### src/rtl/stack_unit_if.sv
// Request/response channel between the control unit and the stack unit.
// The control unit drives requests; the stack unit drives ready and response.
interface stack_unit_if #(
    parameter int DATA_W = 8
);
    logic              req_valid;
    logic              req_ready;
    logic [1:0]        req_op;
    logic [DATA_W-1:0] req_data;
    logic              rsp_valid;
    logic [DATA_W-1:0] rsp_data;
    logic              rsp_err;

    modport master (
        output req_valid, req_op, req_data,
        input  req_ready, rsp_valid, rsp_data, rsp_err
    );

    modport slave (
        input  req_valid, req_op, req_data,
        output req_ready, rsp_valid, rsp_data, rsp_err
    );
endinterface

### src/rtl/stack_unit.sv
// Hardware return/data stack: push/call store a word, pop/ret return the top word.
// One request at a time, IDLE -> EXEC -> RESP, with overflow/underflow flagged.
module stack_unit #(
    parameter int DATA_W = 8,
    parameter int DEPTH  = 16,
    parameter int AW     = 4
) (
    input  logic          clk,
    input  logic          rst,
    stack_unit_if.slave   bus,
    input  logic          flush,
    output logic [AW:0]   count,
    output logic          full,
    output logic          empty
);
    localparam logic [1:0]    OP_POP   = 2'b01;
    localparam logic [1:0]    OP_RET   = 2'b11;
    localparam logic [AW:0]   FULL_CNT = (AW+1)'(DEPTH);
    localparam logic [AW:0]   CNT_ONE  = (AW+1)'(1);
    localparam logic [AW-1:0] IDX_ONE  = AW'(1);

    typedef enum logic [1:0] {
        S_IDLE,
        S_EXEC,
        S_RESP
    } state_t;

    state_t            r_state;
    logic [AW:0]       r_count;
    logic [1:0]        r_op;
    logic [DATA_W-1:0] r_data;
    logic              r_rsp_valid;
    logic [DATA_W-1:0] r_rsp_data;
    logic              r_rsp_err;
    logic [DATA_W-1:0] r_mem [DEPTH];

    logic              w_full;
    logic              w_empty;
    logic              w_ready;
    logic              w_accept;
    logic              w_is_pop;
    logic              w_wr;
    logic [AW-1:0]     w_wr_idx;
    logic [AW-1:0]     w_top_idx;

    assign w_full    = (r_count == FULL_CNT);
    assign w_empty   = (r_count == '0);
    assign w_ready   = (r_state == S_IDLE) && !flush;
    assign w_accept  = w_ready && bus.req_valid;
    assign w_is_pop  = (r_op == OP_POP) || (r_op == OP_RET);
    assign w_wr      = (r_state == S_EXEC) && !w_is_pop && !w_full;
    assign w_wr_idx  = r_count[AW-1:0];
    assign w_top_idx = r_count[AW-1:0] - IDX_ONE;

    // Control state and registered response; flush only acts while idle.
    always_ff @(posedge clk or negedge rst) begin
        if (!rst) begin
            r_state     <= S_IDLE;
            r_count     <= '0;
            r_op        <= '0;
            r_rsp_valid <= 1'b0;
            r_rsp_data  <= '0;
            r_rsp_err   <= 1'b0;
        end else begin
            r_rsp_valid <= 1'b0;
            r_rsp_data  <= '0;
            r_rsp_err   <= 1'b0;
            case (r_state)
                S_IDLE: begin
                    if (flush) begin
                        r_count <= '0;
                    end else if (bus.req_valid) begin
                        r_op    <= bus.req_op;
                        r_state <= S_EXEC;
                    end
                end
                S_EXEC: begin
                    r_rsp_valid <= 1'b1;
                    r_state     <= S_RESP;
                    if (w_is_pop) begin
                        if (w_empty) begin
                            r_rsp_err <= 1'b1;
                        end else begin
                            r_rsp_data <= r_mem[w_top_idx];
                            r_count    <= r_count - CNT_ONE;
                        end
                    end else begin
                        if (w_full) begin
                            r_rsp_err <= 1'b1;
                        end else begin
                            r_count <= r_count + CNT_ONE;
                        end
                    end
                end
                S_RESP: begin
                    r_state <= S_IDLE;
                end
                default: begin
                    r_state <= S_IDLE;
                end
            endcase
        end
    end

    // Storage and the latched request word are plain data, never reset.
    always_ff @(posedge clk) begin
        if (w_accept) begin
            r_data <= bus.req_data;
        end
        if (w_wr) begin
            r_mem[w_wr_idx] <= r_data;
        end
    end

    assign bus.req_ready = w_ready;
    assign bus.rsp_valid = r_rsp_valid;
    assign bus.rsp_data  = r_rsp_data;
    assign bus.rsp_err   = r_rsp_err;
    assign count         = r_count;
    assign full          = w_full;
    assign empty         = w_empty;
endmodule

### src/flat_wrapper.sv
// flat-port wrapper written by rule: the top's interface ports become plain ports
module stack_unit_flat 
#(
    parameter int DATA_W = 8,
    parameter int DEPTH  = 16,
    parameter int AW     = 4
)
  (clk, rst, flush, count, full, empty, bus_req_valid, bus_req_op, bus_req_data, bus_req_ready, bus_rsp_valid, bus_rsp_data, bus_rsp_err);
  stack_unit_if #(.DATA_W(DATA_W)) bus_i ();
  input  logic clk;
  input  logic rst;
  input  logic flush;
  output logic [AW:0] count;
  output logic full;
  output logic empty;
  input wire logic [$bits(bus_i.req_valid)-1:0] bus_req_valid;
  input wire logic [$bits(bus_i.req_op)-1:0] bus_req_op;
  input wire logic [$bits(bus_i.req_data)-1:0] bus_req_data;
  output wire logic [$bits(bus_i.req_ready)-1:0] bus_req_ready;
  output wire logic [$bits(bus_i.rsp_valid)-1:0] bus_rsp_valid;
  output wire logic [$bits(bus_i.rsp_data)-1:0] bus_rsp_data;
  output wire logic [$bits(bus_i.rsp_err)-1:0] bus_rsp_err;
  assign bus_i.req_valid = bus_req_valid;
  assign bus_i.req_op = bus_req_op;
  assign bus_i.req_data = bus_req_data;
  assign bus_req_ready = bus_i.req_ready;
  assign bus_rsp_valid = bus_i.rsp_valid;
  assign bus_rsp_data = bus_i.rsp_data;
  assign bus_rsp_err = bus_i.rsp_err;
  stack_unit #(.DATA_W(DATA_W), .DEPTH(DEPTH), .AW(AW)) u_core (.clk(clk), .rst(rst), .bus(bus_i), .flush(flush), .count(count), .full(full), .empty(empty));
endmodule
### config.mk
export PLATFORM = sky130hd
export DESIGN_NAME = stack_unit_flat
export DESIGN_NICKNAME = d
export VERILOG_FILES = /design/src/rtl/stack_unit_if.sv /design/src/rtl/stack_unit.sv /design/src/flat_wrapper.sv
export SDC_FILE = /design/constraint.sdc
export NUM_CORES = 1
export LEC_CHECK = 0
export ABC_AREA = 1
export BUFFER_PORTS_ARGS = -buffer_cell sky130_fd_sc_hd__buf_2
export CAP_MARGIN = 25
export CORE_UTILIZATION = 30
export CTS_BUF_LIST = sky130_fd_sc_hd__clkbuf_16
export DETAILED_ROUTE_END_ITERATION = 16
export GPL_TIMING_DRIVEN = 1
export SLEW_MARGIN = 20
export SYNTH_ARGS = -nofsm -noshare
export SYNTH_HDL_FRONTEND = slang
export SYNTH_SLANG_ARGS = --single-unit
### constraint.sdc
create_clock -name clk -period 3 [get_ports clk]
set_clock_uncertainty 0.05 [all_clocks]
set_input_delay 0.9 -clock clk [delete_from_list [all_inputs] [get_ports clk]]
set_output_delay 0.9 -clock clk [all_outputs]
set_load 0.02 [all_outputs]
==> flow_summary.toml <==
[floorplan]
dieWidth_um = 147
start_util_pct = 31.0
rows = 52
pin_count = 32
chipHeight_um = 147
core_area_sq_um = 20500
dieArea_sq_um = 21700

[sta]
worst_pin_slew_ns = 0.835
fmax_mhz = 365
rsz0062_at_grt = "false"
slew_headroom_pct = 44.1
setup_viol = 0
timing_hold_violations_final = 0
slew_violations = 0
fin_tns_setup_ns = 0
period_needed_ns = 2.74
min_period_over_period_pct = 91.4

[yosys]
synth_top_area_share_pct = 64.4
avgSynthCellArea_sq_um = 11.4
synth-seq-area-share_pct = 71.5
synth_top_area_cell = "edfxtp_1"
yosys_warnings = 0
syn_inst = 555
syn_nets = 578
synth.ff_latch_count = 154
yosysUniqueCellTypes = 21
syn_area_sq_um = 6340
synth_area_leaders = "edfxtp_1 (64%), nand2_1 (11%), nand3_1 (8.0%), dfrtp_1 (7.1%), nor2_1 (2.6%)"

[global_route]
grt_use_total_pct = 13.5
grt_start_max_net_pins = 69
antenna_found_initial = 0
grt-ovfl-total = 0
grt_pass1_vias = 3645
grt_pass1_wl_mm = 21.3

[finish]
fin_nets = 616
drive_gt1_share_pct = 14.4
antennaDiodeCount = 0
design_area_sq_um = 7380
area_growth_pct = 16.4

[power]
p_switching_uw = 1870
ir_drop_mv = 0.318
combPwrFrac_pct = 23.2
finalPower_uw = 5880
p_seq_share_pct = 41.4
p_clk_share_pct = 35.4
cellPowerDensity_nw_per_um2 = 796
switching_share_pct = 31.8
internal_power_uw = 4010
p_leak_uw = 0.00287

[route]
drtIter0Drc = 402
drc = 0
viasPerCell = 4.51
drt-total-wl_mm = 13.7
ant_nets = 0
route.vias.total = 3946
detail_route.wl_per_cell_um = 15.7
first_pass_iters = 5

[outcome]
status = "finished, final reports clean"

[clock_network]
root_buffer = "clkbuf_16"
clock_sinks = 154
postCtsSetupBuffers = 0
holdBufCountCts = 0
cts.clk_slew.worst_paths_ns = 0.06
cts_resized = 0
clock_latency_ns = 0.42
cts_tree = "yes"
htreeDepth = 4
ctsLongestPathBuffers = 2
numCtsBuffers = 17

[critical_path]
crit_type = "reg2out"
cp.arrival_ns = 1.79
cp_max_fo = 6
critPathCaptureType = "output pin"
crit_required_ns = 2.05
start_kind = "flop"

[job]
timing.max_cap.violations = 0

[place]
io_buffers = 30
place_hpwl_mm = 8.40
dpl_cell_area_sq_um = 6810
place_congestion = 0.902

[worst_hold_path]
hold_class = "in2async"
==> worst paths after layout <==
| kind | start | end | slack (ns) | cells after the start |
|---|---|---|---|---|
| setup / recovery | u_core.count[1] | full | 0.26 | 7 |
| hold / removal | rst | u_core.count[1] | 0.35 | 1 |
| setup reg to reg | u_core.count[0] | u_core.bus.rsp_data[2] | 0.52 | 11 |
| hold reg to reg | u_core.r_state[1] | u_core.r_state[1] | 0.47 | 1 |
| max in group asynchronous | rst | u_core.count[0] | 2.23 | 1 |
| min in group clk | u_core.r_state[1] | u_core.r_state[1] | 0.47 | 1 |
==> layer usage <==
| metal | global-route usage (%) | share of wire, % | vias to the layer above |
|---|---|---|---|
| li1 | - | - | 1972 |
| met1 | 20.3 | 51 | 1838 |
| met2 | 18.1 | 41 | 126 |
| met3 | 3.67 | 6.0 | 10 |
| met4 | 5.21 | 1.5 | 0 |
| met5 | 0 | 0 | - |
==> Yosys cell counts <==
| cell | instances |
|---|---|
| buf_4 | 8 |
| o21ai_1 | 2 |
| inv_2 | 7 |
| xor2_1 | 1 |
| o21ai_0 | 1 |
| ha_1 | 8 |
| fa_1 | 1 |
| clkbuf_1 | 6 |
| edfxtp_1 | 136 |
| nand2_2 | 3 |
| inv_1 | 12 |
| buf_2 | 10 |
| nor3_2 | 1 |
| dfrtp_1 | 18 |
| nand4_1 | 2 |
| nand3_1 | 102 |
| nor2_2 | 2 |
| a21oi_1 | 3 |
| nand2_1 | 187 |
| nor2_1 | 44 |
| xor2_2 | 1 |
==> cell usage in the layout (no fill, tap or decap) <==
cell	netlist	layout
dfrtp_2	0	1
inv_1	12	13
nor2_1	44	44
o21ai_1	2	2
dfrtp_1	18	17
ha_1	8	8
clkinv_2	0	1
nor2_2	2	2
buf_4	8	12
inv_6	0	4
edfxtp_1	136	136
nand2_2	3	3
fa_1	1	1
bufinv_16	0	2
nor3_2	1	1
nand2_1	187	187
nand3_1	102	102
clkinv_1	0	1
o21ai_0	1	1
xor2_2	1	1
nand4_1	2	2
a21oi_1	3	3
clkbuf_16	0	17
buf_12	0	1
clkinvlp_4	0	4
inv_2	7	7
xor2_1	1	1
clkinv_4	0	1
buf_2	10	30
==> power by group through the flow <==
stage          clock [uW]  sequential, uW  combinational (uW)
2_1_floorplan           0            2490                 953
3_3_place_gp            0            2480                1350
3_5_place_dp            0            2480                1360
4_1_cts              2110            2440                1370
5_1_grt              2190            2440                1530
6_report             2080            2440                1360
==> logic make-up (layout without fill, tap and decap cells) <==
group           Yosys count  in the layout  share of synthesized area (%)
flops                   154            154                           71.5
simple gates            341            341                           22.6
xor+xnor                  2              2                          0.394
buf+inv                  43             93                           3.21
fa+ha+maj                 9              9                           1.89
compound gates            6              6                          0.473
==> flip-flops by register name, indices dropped and copies added (netlist names) <==
signal and cells:
u_core.r_mem 128, u_core.count 5, u_core.r_op 1, u_core.bus.rsp_valid 1, u_core.r_state 2, u_core.bus.rsp_err 1
u_core.bus.rsp_data 8, u_core.r_data 8
==> metrics by stage <==
step | utilization [%] | setup WS (ns) | instances | hold WS [ns]
2_1_floorplan | - | 0.511 | 555 | 0.429
3_3_place_gp | 33.2 | 0.579 | 844 | 0.447
3_5_place_dp | 33.2 | 0.564 | 844 | 0.459
4_1_cts | 36.0 | 0.248 | 875 | 0.361
5_1_grt | 36.0 | 0.134 | 875 | 0.385
6_report | 36.0 | 0.257 | 875 | 0.352
==> layout make-up <==
class	instances	area, sq um
timing repair buffer	43	260
clock inverter	14	146
clock buffer	17	425
multi-input combinational	358	1610
tap	270	338
fill	2005	13100
inverter	19	71.3
sequential	154	4540
==> worst max-delay path, cell delays in order, from the launching register on <==
cell	delay, ns
dfrtp_1	0.40
inv_1	0.18
ha_1	0.22
inv_1	0.06
nor2_2	0.20
nand2_1	0.11
inv_1	0.06
buf_2	0.15
No activity file was read; power rests on OpenSTA's default activity.
